**config.mk**
```make
export PLATFORM = sky130hd
export DESIGN_NAME = vga_sram_responder
export DESIGN_NICKNAME = d
export VERILOG_FILES = /design/src/rtl/vga_sram_responder.sv
export SDC_FILE = /design/constraint.sdc
export NUM_CORES = 1
export LEC_CHECK = 0
export BUFFER_PORTS_ARGS = -buffer_cell sky130_fd_sc_hd__clkbuf_2
export CORE_UTILIZATION = 58
export CTS_CLUSTER_SIZE = 14
export DETAILED_ROUTE_END_ITERATION = 7
export PLACE_DENSITY = 0.82
export REMOVE_ABC_BUFFERS = 1
export SLEW_MARGIN = 5
export SYNTH_ARGS = -nofsm -noshare
export SYNTH_HDL_FRONTEND = slang
export SYNTH_SLANG_ARGS = --single-unit
```
**constraint.sdc**
```tcl
create_clock -name CLK -period 6.7 [get_ports CLK]
set_input_delay 1.34 -clock CLK [delete_from_list [all_inputs] [get_ports CLK]]
set_output_delay 1.34 -clock CLK [all_outputs]
set_load 0.1 [all_outputs]
```
**src/rtl/vga_sram_responder.sv**
```systemverilog
// VGA-side request responder for a pipelined ZBT SRAM: issues one command per cycle,
// drives write data two cycles after the command and queues read data in request order.
module vga_sram_responder #(
    parameter int RESP_DEPTH = 4
) (
    input  logic        CLK,
    input  logic        RST_N,
    input  logic [50:0] req_put,
    input  logic        EN_req_put,
    output logic        RDY_req_put,
    output logic [31:0] resp_get,
    input  logic        EN_resp_get,
    output logic        RDY_resp_get,
    output logic [17:0] sram_address_out,
    output logic [31:0] sram_data_O,
    input  logic [31:0] sram_data_I,
    output logic        sram_data_T,
    output logic [3:0]  sram_we_bytes_out,
    output logic        sram_we_out,
    output logic        sram_ce_out,
    output logic        sram_oe_out,
    output logic        sram_cen_out,
    output logic        sram_adv_ld_out,
    output logic [4:0]  outstanding
);

    localparam int PTR_W = (RESP_DEPTH > 1) ? $clog2(RESP_DEPTH) : 1;
    localparam int CNT_W = PTR_W + 1;
    localparam logic [4:0] DEPTH_LIMIT = 5'(RESP_DEPTH);

    typedef struct packed {
        logic        valid;
        logic        write;
        logic [31:0] data;
    } stage_t;

    // Request fields
    logic        req_write;
    logic [17:0] req_addr;
    logic [31:0] req_data;

    assign req_write = req_put[50];
    assign req_addr  = req_put[49:32];
    assign req_data  = req_put[31:0];

    // Command tracking: stage_a is the cycle the command is on the pins, stage_b
    // the cycle after; capture_c marks a read whose data is on the bus now.
    stage_t stage_a;
    stage_t stage_b;
    logic   capture_c;
    logic   running;

    logic accept;
    logic push;
    logic pop;

    logic [31:0]      fifo_mem [RESP_DEPTH];
    logic [PTR_W-1:0] wr_ptr;
    logic [PTR_W-1:0] rd_ptr;
    logic [CNT_W-1:0] fifo_count;
    logic [CNT_W-1:0] fifo_count_next;
    logic [4:0]       reads_in_flight;

    assign accept = EN_req_put && RDY_req_put;
    assign pop    = EN_resp_get && RDY_resp_get;
    assign push   = capture_c;

    // Reads are counted from issue, so the FIFO always has room when their data lands.
    assign reads_in_flight = 5'(stage_a.valid && !stage_a.write)
                           + 5'(stage_b.valid && !stage_b.write)
                           + 5'(capture_c);
    assign outstanding  = reads_in_flight + 5'(fifo_count);
    assign RDY_req_put  = running && (outstanding < DEPTH_LIMIT);
    assign RDY_resp_get = (fifo_count != '0);
    assign resp_get     = fifo_mem[rd_ptr];

    // NOTE: state registers use non-blocking assignments so every flop samples
    // the pre-edge values, independent of statement order.
    always_ff @(posedge CLK or negedge RST_N) begin
        if (!RST_N) begin
            running           <= 1'b0;
            stage_a           <= '0;
            stage_b           <= '0;
            capture_c         <= 1'b0;
            sram_address_out  <= '0;
            sram_ce_out       <= 1'b1;
            sram_we_out       <= 1'b1;
            sram_we_bytes_out <= 4'hF;
            sram_adv_ld_out   <= 1'b0;
            sram_oe_out       <= 1'b0;
            sram_cen_out      <= 1'b0;
            sram_data_O       <= '0;
            sram_data_T       <= 1'b1;
        end else begin
            running   <= 1'b1;
            stage_a   <= '{valid: accept, write: req_write, data: req_data};
            stage_b   <= stage_a;
            capture_c <= stage_b.valid && !stage_b.write;

            sram_adv_ld_out <= 1'b0;
            sram_oe_out     <= 1'b0;
            sram_cen_out    <= 1'b0;
            if (accept) begin
                sram_address_out  <= req_addr;
                sram_ce_out       <= 1'b0;
                sram_we_out       <= !req_write;
                sram_we_bytes_out <= req_write ? 4'h0 : 4'hF;
            end else begin
                sram_ce_out       <= 1'b1;
                sram_we_out       <= 1'b1;
                sram_we_bytes_out <= 4'hF;
            end

            // Write data goes out two cycles after its command (ZBT late-write).
            sram_data_T <= !(stage_b.valid && stage_b.write);
            if (stage_b.valid && stage_b.write) begin
                sram_data_O <= stage_b.data;
            end
        end
    end

    // NOTE: always_comb assigns a default first so no path leaves the value held (no latch).
    always_comb begin
        fifo_count_next = fifo_count;
        case ({push, pop})
            2'b10:   fifo_count_next = fifo_count + CNT_W'(1);
            2'b01:   fifo_count_next = fifo_count - CNT_W'(1);
            default: fifo_count_next = fifo_count;
        endcase
    end

    always_ff @(posedge CLK or negedge RST_N) begin
        if (!RST_N) begin
            wr_ptr     <= '0;
            rd_ptr     <= '0;
            fifo_count <= '0;
        end else begin
            fifo_count <= fifo_count_next;
            if (push) begin
                wr_ptr <= wr_ptr + PTR_W'(1);
            end
            if (pop) begin
                rd_ptr <= rd_ptr + PTR_W'(1);
            end
        end
    end

    // NOTE: storage is not reset; an entry is only observed once fifo_count covers it.
    always_ff @(posedge CLK) begin
        if (push) begin
            fifo_mem[wr_ptr] <= sram_data_I;
        end
    end

endmodule

```
# Word level (Yosys, flattened, before mapping)

Memory sizes are Yosys's and may differ from the RTL's.
Cells that the tools add are included.

Register bits: 134
Memory bits (writable): 128
Output and inout port bits: 99
Memories kept: 1

Add/subtract/negate cells: 7
Order comparisons: 1
Equal/unequal tests: 2
Muxes and demuxes: 7
Reduce and logical (&&, ||, !) cells: 12

Memories:

| name     | words | width | read ports | clocked after Yosys merged registers in | write ports | line | text |
|---|---|---|---|---|---|---|---|
| fifo_mem | 4     | 32    | 1          | 0                                       | 1           | 57   | `logic [31:0] fifo_mem [RESP_DEPTH];` |

Operator list:

| cell                  | count |
|---|---|
| $mux W4               | 2 |
| $logic_and A1 B1 Y1   | 6 |
| $pmux W3 S2           | 1 |
| $add A2 B1 Y2 const B | 2 |
| $add A3 B3 Y4         | 1 |
| $logic_not A1 Y1      | 4 |
| $lt A4 B3 Y1 const B  | 1 |
| $mux W1               | 4 |
| $add A2 B1 Y3         | 1 |
| $add A3 B1 Y3 const B | 1 |
| $reduce_bool A3 Y1    | 1 |
| $sub A3 B1 Y3 const B | 1 |
| $add A1 B1 Y2         | 1 |
| $eq A2 B1 Y1 const B  | 1 |
| $eq A2 B2 Y1 const B  | 1 |
| $reduce_bool A2 Y1    | 1 |

# Logic depth before layout (Yosys ltp)

Depth in word-level cells: 9
Depth in mapped cells: 9
Gate-level depth less buffers: 8

# Worst setup path before layout

OpenSTA, ideal clock, no wires.

Path type: reg2out
Start point: register capture_c
End point: output port outstanding[2]
Data arrival time: 3.152 ns
Required time: 5.360 ns
Slack: 2.208 ns
Stages on the path, launching flop included: 7
Path buffers: 0
Cell sequence: dfrtp_1 > inv_1 > fa_1 > inv_1 > ha_1 > fa_1 > xor2_1

Cells in the longest elaborated chain, start to end: 2

Ends and longest elaborated chain:

| item                   | line | text |
|---|---|---|
| start, declared        | 50   | `logic capture_c;` |
| start signal, assigned | 98   | `capture_c <= stage_b.valid && !stage_b.write;` |
| $add A2 B1 Y3          | 71   | `+ 5'(capture_c);` |
| $add A3 B3 Y4          | 72   | `assign outstanding = reads_in_flight + 5'(fifo_count);` |
| end, declared          | 24   | `output logic [4:0] outstanding` |

Every way passes these cells.

# Worst setup path in the final report

Start point: register capture_c
End point: output port RDY_req_put

Cells in the longest elaborated chain, start to end: 4

Ends and longest elaborated chain:

| item                | line | text |
|---|---|---|
| $add A2 B1 Y3       | 71   |  |
| $add A3 B3 Y4       | 72   |  |
| $lt A4 B3 Y1        | 73   | `assign RDY_req_put = running && (outstanding < DEPTH_LIMIT);` |
| $logic_and A1 B1 Y1 | 73   |  |
| end, declared       | 10   | `output logic RDY_req_put,` |

Every way passes these cells.

==> impl_metrics.json <==
{
  "drive_gt1_share_pct": 49.1,
  "startpoint_type": "flip-flop",
  "vias": 4325,
  "synth_largest_area_cell": "edfxtp_1",
  "dr.pass1.iters": 4,
  "synth-main-ff-cell": "edfxtp_1",
  "synth_edf_count": 128,
  "grt_pass1_wl_mm": 24.3,
  "ys_types": 31,
  "yosys.area.top_type_share_pct": 42.9,
  "path_class": "reg -> out",
  "dp_hpwl_mm": 9.66,
  "fmax_mhz": 229,
  "antenna_found_initial": 0,
  "cts.htree.levels": 1,
  "worstPathRequired_ps": 5360,
  "synth_top_family_by_area": "multiplexers",
  "yosys_warnings": 0,
  "cts_hold_buf": 0,
  "route.detailed.drc": 0,
  "cts_root_buffer": "clkbuf_16",
  "dieArea_um2": 16000,
  "worst_slew_pin_slew_ps": 976,
  "async_reset_ff_share_pct": 50.4,
  "crit_arrival_ps": 3040,
  "drt-initial-drc-count": 217,
  "drtAntennaViolNets": 0,
  "place.gp.congestion": 0.736,
  "finClkSkew_ps": 8.37,
  "seq_area_frac_synth_pct": 79.2,
  "outcome": "finished, final reports clean",
  "avgSynthCellArea_um2": 21.6,
  "wl_per_cell_um": 18.8,
  "grt_max_degree": 79,
  "setup_viol_count_final": 0,
  "pin_count": 186,
  "viasPerCell": 5.32,
  "cts.sinks": 258,
  "synth.most_common_cell": "edfxtp_1",
  "utilization_pct": 71.2,
  "drv_slew": 0,
  "slew_headroom_pct": 34.9,
  "path_clk_slew_ps": 60,
  "synth-seq-cells": 258,
  "cp-end-kind": "primary output",
  "grt_pass1_vias": 4714,
  "synth.area.mux_share_pct": 14.6,
  "rsz0062_at_grt": "false",
  "core-area_um2": 15100,
  "reg2reg_slack_ps": 3630,
  "cts_made_buffers": 25,
  "grt_remaining_overflow": 0,
  "setup_slack_ps": 2320,
  "antenna_cells": 0,
  "grt_util_all_layers_pct": 20.1,
  "synth_top_cells_by_count": "edfxtp_1 (128), dfrtp_1 (127), mux2_2 (49), mux4_2 (30), inv_1 (10)",
  "min_path_type": "reg -> reg",
  "final.setup.tns_ps": 0,
  "finalHoldViolCount": 0,
  "ys_top_cells_by_area": "edfxtp_1 (43%), dfrtp_1 (35%), mux4_2 (7.5%)",
  "crit_slowest_cell": "fa_1",
  "clock_latency_ps": 500,
  "syn_to_final_growth_pct": 20.2,
  "final_nets": 705,
  "fp.dieW_um": 126,
  "clk_path_buf_depth": 3,
  "post-route-min-period_ps": 4380,
  "cp_top_family": "adder cells",
  "crit_fanout": 8,
  "pre_cts_ws_ps": 2840,
  "dieHeight_um": 126,
  "drv_cap": 0,
  "cts_resized": 0,
  "slowest_delay_ps": 570,
  "worst-path-buf-inv": 3,
  "synth_compound_area_share_pct": 0.419,
  "worstPathCellList": "inv_1 -> fa_1 -> inv_1 -> ha_1 -> fa_1 -> nor2_1 -> o21a_1 -> clkbuf_2",
  "wl_mm": 15.2,
  "rows": 45,
  "synth-simple-area-share_pct": 1.09,
  "synth_area_um2": 8970,
  "cts_tree": "done",
  "start_util_pct": 59.2,
  "synthAdderAreaFrac_pct": 1.65,
  "syn_inst": 415,
  "postCtsSetupRepairBufs": 0,
  "finalCritPeriodShare_pct": 65.3,
  "portBuffers": 181,
  "synth-xor-area-share_pct": 0.684
}
==> per-stage QoR <==
step                cell area [µm²]  hold slack (ps)  std cells
CTS                           10800              347        813
detailed placement             9990              335        769
global route                  10800              351        813
floorplan                      8810              331        396
finish                        10800              346        813
global placement               9990              333        769
==> logic make-up (layout without fill, tap and decap cells) <==
group / count (synthesis) / count (layout)
flops: 258 / 258
buf+inv: 32 / 239
simple gates: 18 / 18
other cells: 2 / 5
xor+xnor: 7 / 7
compound gates: 5 / 5
mux: 83 / 83
fa+ha+maj: 10 / 10
==> per-layer routing <==
layer	track usage (%)	vias to the layer above	wire length [µm]
li1	-	1920	-
met1	25.6	2207	6030
met2	33.5	171	7550
met3	5.99	27	1280
met4	6.31	0	383
met5	0	-	0
==> placed cells by master, fill, tap and decap left out, drive strengths merged, types with 3 or more instances in the layout <==
master,instances
clkbuf,216
edfxtp,128
dfrtp,127
mux2,50
mux4,32
inv,10
ha,7
xor2,5
nand2,5
conb,5
buf,5
and2,5
clkinv,5
nor2,3
fa,3
dfstp,3
==> area by class of cell <==
class                      instances  area [µm²]
clock buffer                      36         707
clock inverter                     8        87.6
fill                             887        4370
inverter                          10        37.5
multi-input combinational        128        1670
sequential                       258        7100
tap                              188         235
timing repair buffer             185         938
==> worst paths after layout <==
check,start,end,cells after the start
setup / recovery,capture_c,RDY_req_put,8
hold / removal,stage_a[8],stage_b[8],0
setup reg to reg,capture_c,sram_address_out[6],8
hold reg to reg,stage_a[8],stage_b[8],0
max in group asynchronous,RST_N,rd_ptr[0],2
min in group asynchronous,RST_N,stage_b[22],1
==> sequential cells by signal, summed over array words and instances (netlist names), 2 cells and up <==
register          count
fifo_mem            128
sram_address_out     18
wr_ptr                2
fifo_count            3
stage_b              34
sram_data_O          32
stage_a              34
rd_ptr                2
==> worst reg2reg max path: stages (launching register included) <==
cell	delay, ps
dfrtp_1	450
inv_1	120
fa_1	510
inv_1	80
ha_1	180
fa_1	270
nand4_1	130
o21ai_2	770
mux2_2	440
Power is not shown: default switching activity piles up to over one toggle a cycle in this logic, so the estimate is an artifact.
